<file path="config.mk">
export PLATFORM = sky130hd
export DESIGN_NAME = instr_decode_stage
export DESIGN_NICKNAME = d
export VERILOG_FILES = /design/src/rtl/instr_decode_stage.sv
export SDC_FILE = /design/constraint.sdc
export NUM_CORES = 1
export LEC_CHECK = 0
export BUFFER_PORTS_ARGS = -buffer_cell sky130_fd_sc_hd__buf_2
export CAP_MARGIN = 20
export CORE_ASPECT_RATIO = 1.25
export CORE_MARGIN = 4
export CORE_UTILIZATION = 58
export CTS_BUF_LIST = sky130_fd_sc_hd__clkbuf_4
export DETAILED_ROUTE_END_ITERATION = 8
export PLACE_DENSITY = 0.82
export SKIP_LAST_GASP = 1
export SYNTH_ARGS = -nofsm -noshare
export SYNTH_HDL_FRONTEND = slang
export SYNTH_SLANG_ARGS = --single-unit
</file>
<file path="constraint.sdc">
create_clock -name clk -period 7.5 [get_ports clk]
set_input_delay 0.75 -clock clk [delete_from_list [all_inputs] [get_ports clk]]
set_output_delay 0.75 -clock clk [all_outputs]
set_load 0.1 [all_outputs]
</file>
<file path="src/rtl/instr_decode_stage.sv">
// RV32 instruction decoder feeding a DEPTH-entry result FIFO; an accepted word is visible at the head one cycle later.
// in_ready drops only when the FIFO is full, on flush, or before the first clock after reset; it never looks at out_ready.
module instr_decode_stage #(
  parameter int XLEN  = 32,
  parameter int DEPTH = 2
) (
  input  logic                     clk,
  input  logic                     rst_n,
  input  logic                     flush,
  input  logic                     in_valid,
  output logic                     in_ready,
  input  logic [31:0]              instr,
  output logic                     out_valid,
  input  logic                     out_ready,
  output logic [6:0]               opcode,
  output logic [4:0]               rd,
  output logic [4:0]               rs1,
  output logic [4:0]               rs2,
  output logic [2:0]               funct3,
  output logic [6:0]               funct7,
  output logic [XLEN-1:0]          imm,
  output logic [2:0]               fmt,
  output logic                     illegal,
  output logic [$clog2(DEPTH):0]   count
);

  localparam int PW = $clog2(DEPTH);
  localparam int CW = PW + 1;
  localparam logic [CW-1:0] FULL = CW'(DEPTH);

  localparam logic [6:0] OP_LOAD   = 7'b0000011;
  localparam logic [6:0] OP_IMM    = 7'b0010011;
  localparam logic [6:0] OP_JALR   = 7'b1100111;
  localparam logic [6:0] OP_STORE  = 7'b0100011;
  localparam logic [6:0] OP_REG    = 7'b0110011;
  localparam logic [6:0] OP_BRANCH = 7'b1100011;
  localparam logic [6:0] OP_LUI    = 7'b0110111;
  localparam logic [6:0] OP_AUIPC  = 7'b0010111;
  localparam logic [6:0] OP_JAL    = 7'b1101111;

  localparam logic [2:0] F_R   = 3'd0;
  localparam logic [2:0] F_I   = 3'd1;
  localparam logic [2:0] F_S   = 3'd2;
  localparam logic [2:0] F_B   = 3'd3;
  localparam logic [2:0] F_U   = 3'd4;
  localparam logic [2:0] F_J   = 3'd5;
  localparam logic [2:0] F_ILL = 3'd7;

  typedef struct packed {
    logic [6:0]      opcode;
    logic [4:0]      rd;
    logic [4:0]      rs1;
    logic [4:0]      rs2;
    logic [2:0]      funct3;
    logic [6:0]      funct7;
    logic [XLEN-1:0] imm;
    logic [2:0]      fmt;
    logic            illegal;
  } dec_t;

  dec_t               dec;
  dec_t               head;
  dec_t               mem [DEPTH];
  logic signed [31:0] imm32;
  logic [PW-1:0]      wr_ptr;
  logic [PW-1:0]      rd_ptr;
  logic               rdy_en;
  logic               push;
  logic               pop;

  always_comb begin
    dec   = '0;
    imm32 = '0;
    dec.opcode = instr[6:0];
    case (instr[6:0])
      OP_LOAD, OP_IMM, OP_JALR: begin
        dec.fmt    = F_I;
        dec.rd     = instr[11:7];
        dec.rs1    = instr[19:15];
        dec.funct3 = instr[14:12];
        imm32      = {{20{instr[31]}}, instr[31:20]};
      end
      OP_STORE: begin
        dec.fmt    = F_S;
        dec.rs1    = instr[19:15];
        dec.rs2    = instr[24:20];
        dec.funct3 = instr[14:12];
        imm32      = {{20{instr[31]}}, instr[31:25], instr[11:7]};
      end
      OP_REG: begin
        dec.fmt    = F_R;
        dec.rd     = instr[11:7];
        dec.rs1    = instr[19:15];
        dec.rs2    = instr[24:20];
        dec.funct3 = instr[14:12];
        dec.funct7 = instr[31:25];
      end
      OP_BRANCH: begin
        dec.fmt    = F_B;
        dec.rs1    = instr[19:15];
        dec.rs2    = instr[24:20];
        dec.funct3 = instr[14:12];
        imm32      = {{19{instr[31]}}, instr[31], instr[7], instr[30:25], instr[11:8], 1'b0};
      end
      OP_LUI, OP_AUIPC: begin
        dec.fmt = F_U;
        dec.rd  = instr[11:7];
        imm32   = {instr[31:12], 12'b0};
      end
      OP_JAL: begin
        dec.fmt = F_J;
        dec.rd  = instr[11:7];
        imm32   = {{11{instr[31]}}, instr[31], instr[19:12], instr[20], instr[30:21], 1'b0};
      end
      default: begin
        // Unsupported opcodes still occupy a slot so ordering is kept downstream.
        dec.opcode  = '0;
        dec.fmt     = F_ILL;
        dec.illegal = 1'b1;
      end
    endcase
    dec.imm = XLEN'(imm32);
  end

  assign out_valid = (count != '0);
  assign in_ready  = rdy_en & (count < FULL) & ~flush;
  assign push      = in_valid & in_ready;
  assign pop       = out_valid & out_ready & ~flush;

  always_ff @(posedge clk or negedge rst_n) begin
    if (!rst_n) begin
      wr_ptr <= '0;
      rd_ptr <= '0;
      count  <= '0;
      rdy_en <= 1'b0;
    end else begin
      rdy_en <= 1'b1;
      if (flush) begin
        wr_ptr <= '0;
        rd_ptr <= '0;
        count  <= '0;
      end else begin
        if (push) wr_ptr <= wr_ptr + PW'(1);
        if (pop)  rd_ptr <= rd_ptr + PW'(1);
        case ({push, pop})
          2'b10:   count <= count + CW'(1);
          2'b01:   count <= count - CW'(1);
          default: count <= count;
        endcase
      end
    end
  end

  always_ff @(posedge clk) begin
    if (push) mem[wr_ptr] <= dec;
  end

  // Gating on out_valid keeps every field at zero while empty or in reset.
  assign head    = out_valid ? mem[rd_ptr] : '0;
  assign opcode  = head.opcode;
  assign rd      = head.rd;
  assign rs1     = head.rs1;
  assign rs2     = head.rs2;
  assign funct3  = head.funct3;
  assign funct7  = head.funct7;
  assign imm     = head.imm;
  assign fmt     = head.fmt;
  assign illegal = head.illegal;

endmodule

</file>
## Word-level counts from Yosys, hierarchy flattened

Memory sizes are Yosys's and may differ from the RTL's.
Index checks and enable logic that the tools add are counted.

| operators by class | value |
|---|---|
| $add $sub $neg | 4 |
| order comparisons | 1 |
| equality and inequality tests | 11 |
| multiplexer cells | 18 |
| bitwise logic cells | 6 |
| reductions and logical operators | 10 |

Operators with widths:

| cell | count |
|---|---|
| $pmux W32 S5 | 1 |
| $mux W68 | 1 |
| $eq A7 B6 Y1 const B | 3 |
| $eq A7 B7 Y1 const B | 3 |
| $pmux W3 S6 | 1 |
| $mux W5 | 3 |
| $eq A7 B5 Y1 const B | 2 |
| $mux W7 | 2 |
| $reduce_or A9 Y1 | 1 |
| $eq A7 B2 Y1 const B | 1 |
| $mux W1 | 7 |
| $reduce_or A7 Y1 | 1 |
| $reduce_bool A2 Y1 | 3 |
| $reduce_or A3 Y1 | 2 |
| $reduce_or A6 Y1 | 1 |
| $and A1 B1 Y1 | 5 |
| $pmux W2 S2 | 1 |
| $mux W3 | 1 |
| $reduce_bool A3 Y1 | 1 |
| $add A1 B1 Y1 const B | 2 |
| $add A2 B1 Y2 const B | 1 |
| $eq A2 B1 Y1 const B | 1 |
| $eq A2 B2 Y1 const B | 1 |
| $lt A2 B2 Y1 const B | 1 |
| 4 further kinds | 4 |

| word-level totals | value |
|---|---|
| bits in registers | 5 |
| RAM bits | 136 |
| input port bits | 37 |
| output and inout bits | 72 |
| logic and storage cells | 55 |
| memories kept | 1 |

Memory list:

| name | depth | bits a word | rd ports | clocked after memory_dff | write ports | line | text |
|---|---|---|---|---|---|---|---|
| mem | 2 | 68 | 1 | 0 | 1 | 63 | `dec_t mem [DEPTH];` |

## Logic depth before layout (Yosys ltp)

| depth | value |
|---|---|
| depth in word-level cells | 7 |
| mapped depth | 6 |
| depth with buffers taken out | 5 |

## Worst setup path after synthesis

Ideal clock, no wire load.

| timing path | value |
|---|---|
| path kind | flip-flop to flip-flop |
| start point | reg count[1] |
| end point | mem mem[1][0] (netlist name), enable pin |
| library setup time | 0.591 ns |
| arrival time | 6.353 ns |
| data required time | 6.909 ns |
| path slack | 0.556 ns |
| stages on the path, launching flop included | 4 |
| path buffers | 1 |
| clock period less this slack | 6.944 ns |
| cells stage by stage | dfrtp_1 or2_2 clkbuf_1 nor3b_1 |

| between the ends | value |
|---|---|
| longest elaborated chain between the ends | 6 |

Ends and longest elaborated chain:

| what | line | text |
|---|---|---|
| start: declaration | 24 | `output logic [$clog2(DEPTH):0] count` |
| start signal: assignment | 146 | `2'b10: count <= count + CW'(1);` |
| start signal: assignment | 147 | `2'b01: count <= count - CW'(1);` |
| start signal: assignment | 148 | `default: count <= count;` |
| $lt A2 B2 Y1 | 126 | `assign in_ready = rdy_en & (count < FULL) & ~flush;` |
| $and A1 B1 Y1 (2 in series) | 126 |  |
| $and A1 B1 Y1 | 127 | `assign push = in_valid & in_ready;` |
| $mux W1 | 155 | `if (push) mem[wr_ptr] <= dec;` |
| $mux W1 (implied by the code) | 155 |  |
| end: declaration | 63 |  |

Every way passes these cells.

## Worst setup path after layout

| timing path | value |
|---|---|
| start point | reg rd_ptr |
| end point | out imm[16] |

| between the ends | value |
|---|---|
| longest elaborated chain between the ends | 2 |

Ends and longest elaborated chain:

| what | line | text |
|---|---|---|
| start: declaration | 66 | `logic [PW-1:0] rd_ptr;` |
| start signal: assignment | 144 | `if (pop) rd_ptr <= rd_ptr + PW'(1);` |
| $mem_v2 Z2 W68 | -- |  |
| $mux W68 | 159 | `assign head = out_valid ? mem[rd_ptr] : '0;` |
| end: declaration | 21 | `output logic [XLEN-1:0] imm,` |

Every way passes these cells.

==> flow_metrics.tcl <==
set metrics [dict create \
    fin_crit_sh 0.421 \
    grt_start_max_net_pins 70 \
    synth.top_cell.area_share 0.664 \
    dr.pass1.iters 6 \
    cts-hold-fix-buffers 1 \
    crit_path_cell_trace "buf_16, mux2i_1, nor2_1, buf_2" \
    clkSinkCount 141 \
    drc_errors 0 \
    gp_congestion 0.907 \
    rsz0062_at_grt "false" \
    synth_nets 483 \
    hold_ws_ns 0.501 \
    synth_area_leaders "edfxtp_1 66%, mux2i_1 11%, nor2_1 5.2%" \
    power_density_mw_per_mm2 230 \
    vias 3814 \
    post-place-cells 662 \
    grtUsageTotal 0.212 \
    setup_tns_ns 0 \
    worstPathRequired_ns 6.75 \
    cp.buffers_inverters 2 \
    synth_xor_area_frac 0.00427 \
    start_util 0.603 \
    die_h_um 123 \
    skew_ns 0.0122 \
    io_pins 109 \
    ys_seq_area_frac 0.684 \
    cp-end-kind "primary output" \
    area_growth_pct 16.5 \
    numCtsBuffers 17 \
    ctsResizeCount 0 \
    final_nets 591 \
    grt_pass1_vias 3881 \
    synth_most_common_cell "edfxtp_1" \
    period_needed_ns 3.16 \
    maxCapViolCount 0 \
    post_cts_buffers 0 \
    antenna_found_initial 1 \
    die_w_um 100 \
    crit_fanout 37 \
    wire_per_inst_um 17.8 \
    synth_mux_area_frac 0.112 \
    worst_setup_path_start_kind "register" \
    synth_enable_flop_cells 136 \
    synthArstFlopShare 0.0355 \
    insertion_delay_ns 0.51 \
    htreeDepth 4 \
    fin_ws_ns 4.34 \
    worstMarginPinSlew_ns 1.04 \
    slew_headroom 0.308 \
    synth-simple-area-share 0.121 \
    drive_above_1_share 0.283 \
    fmax_mhz 317 \
    grt_first_pass_wirelength_um 19700 \
    hold_path.class "in -> reg" \
    synth_area_mm2 0.00615 \
    pre_cts_ws_ns 4.69 \
    drt_iter0_markers 347 \
    vias_per_cell 5.48 \
    cts_root_buffer "clkbuf_4" \
    syn_avg_cell_area_um2 13.8 \
    yosys_warnings 0 \
    cts_tree "yes" \
    hpwl_um 8090 \
    clk_pin_slew_worst_paths_ns 0.11 \
    max_stage_delay_ns 0.83 \
    drv_slew 0 \
    wl_um 12400 \
    synth-adder-area-share 0 \
    path_class "reg -> out" \
    final_area_mm2 0.00717 \
    cp_slowest_cell "dfrtp_4" \
    core-area_mm2 0.0102 \
    fin_util 0.702 \
    arrival_ns 2.41 \
    yosysTopAreaCell "edfxtp_1" \
    leakagePower_nw 2.76 \
    io_buffers 108 \
    synth_top_family_by_area "simple AND/OR/NAND/NOR gates" \
    rows 41 \
    synth-seq-cells 141 \
    hold_viol 0 \
    synth_compound_area_frac 0.0514 \
    syn-instance-count 446 \
    yosys-top-cells-count "136 x edfxtp_1, 86 x nor2_1, 69 x mux2i_1, 24 x and2_1, 13 x a21o_1" \
    drtAntennaViolNets 0 \
    status "complete, no violations" \
    synth.distinct_cells 43 \
    power_mw 1.65 \
    ys.flop_type "edfxtp_1" \
    cts_buffer_depth 2 \
    crit_family "flip-flops" \
    grt_overflow 0 \
    setup_violations 0 \
    ir_drop_mv 0.196 \
    placed_area_mm2 0.00678 \
    die-area_mm2 0.0123 \
    stdcell_count 696 \
]
[sequential cells by signal, summed over array words and instances (netlist names)]
name and cells:
mem 136, count 2, rd_ptr 1, rdy_en 1, wr_ptr 1
[cell type report]
type | count | area [um^2]
antenna | 1 | 2.50
inverter | 11 | 41.3
sequential | 141 | 4210
timing repair buffer | 113 | 601
multi-input combinational | 270 | 1800
clock inverter | 14 | 224
clock buffer | 17 | 128
fill | 721 | 3040
tap | 129 | 161
[cells by family (layout without fill, tap and decap cells)]
kind of cell,Yosys count,after routing
AND/OR/NAND/NOR,154,154
flip-flops,141,141
XOR/XNOR,3,3
other,1,2
multiplexers,69,69
AO/OA/AOI/OAI,43,43
buffers and inverters,35,155
[layout by cell type, fill, tap and decap left out, types with 3 or more instances in the layout]
master,Yosys,final
a21o_1,13,13
a21o_2,8,8
a21oi_1,9,9
a22o_1,4,4
and2_1,24,24
buf_2,12,108
buf_4,2,3
bufinv_16,0,6
clkbuf_4,0,17
clkinv_1,0,3
clkinvlp_4,0,3
dfrtp_1,5,4
edfxtp_1,136,136
inv_1,11,11
mux2i_1,69,69
nand2_1,10,10
nand3_1,4,4
nand3b_1,3,3
nor2_1,86,85
nor2b_1,7,7
o21ai_0,3,3
[final timing paths]
| kind | from | to | slack (ns) | cells past startpoint |
|---|---|---|---|---|
| setup / recovery | rd_ptr$_DFFE_PN0P_ | imm[16] | 4.34 | 4 |
| hold / removal | flush | rd_ptr$_DFFE_PN0P_ | 0.50 | 2 |
| setup reg to reg | count[1]$_DFFE_PN0P_ | mem[1][49]$_DFFE_PP_ | 5.32 | 3 |
| hold reg to reg | wr_ptr$_DFFE_PN0P_ | wr_ptr$_DFFE_PN0P_ | 0.60 | 2 |
| max in group asynchronous | rst_n | rd_ptr$_DFFE_PN0P_ | 6.79 | 2 |
| min in group asynchronous | rst_n | rd_ptr$_DFFE_PN0P_ | 0.57 | 2 |
[power breakdown]
part | internal, mW | total (mW) | switching, mW
registers | 0.871 | 0.880 | 0.00930
logic | 0.0449 | 0.193 | 0.148
clock network | 0.325 | 0.575 | 0.250
total | 1.24 | 1.65 | 0.408
[layer usage]
metal	track usage	up-vias	wire length (um)
met5	0	-	0
met4	0.0876	0	219
met3	0.0559	22	916
met2	0.349	150	6330
met1	0.267	1811	4890
li1	-	1831	-
No activity file was read; power rests on OpenSTA's default activity.
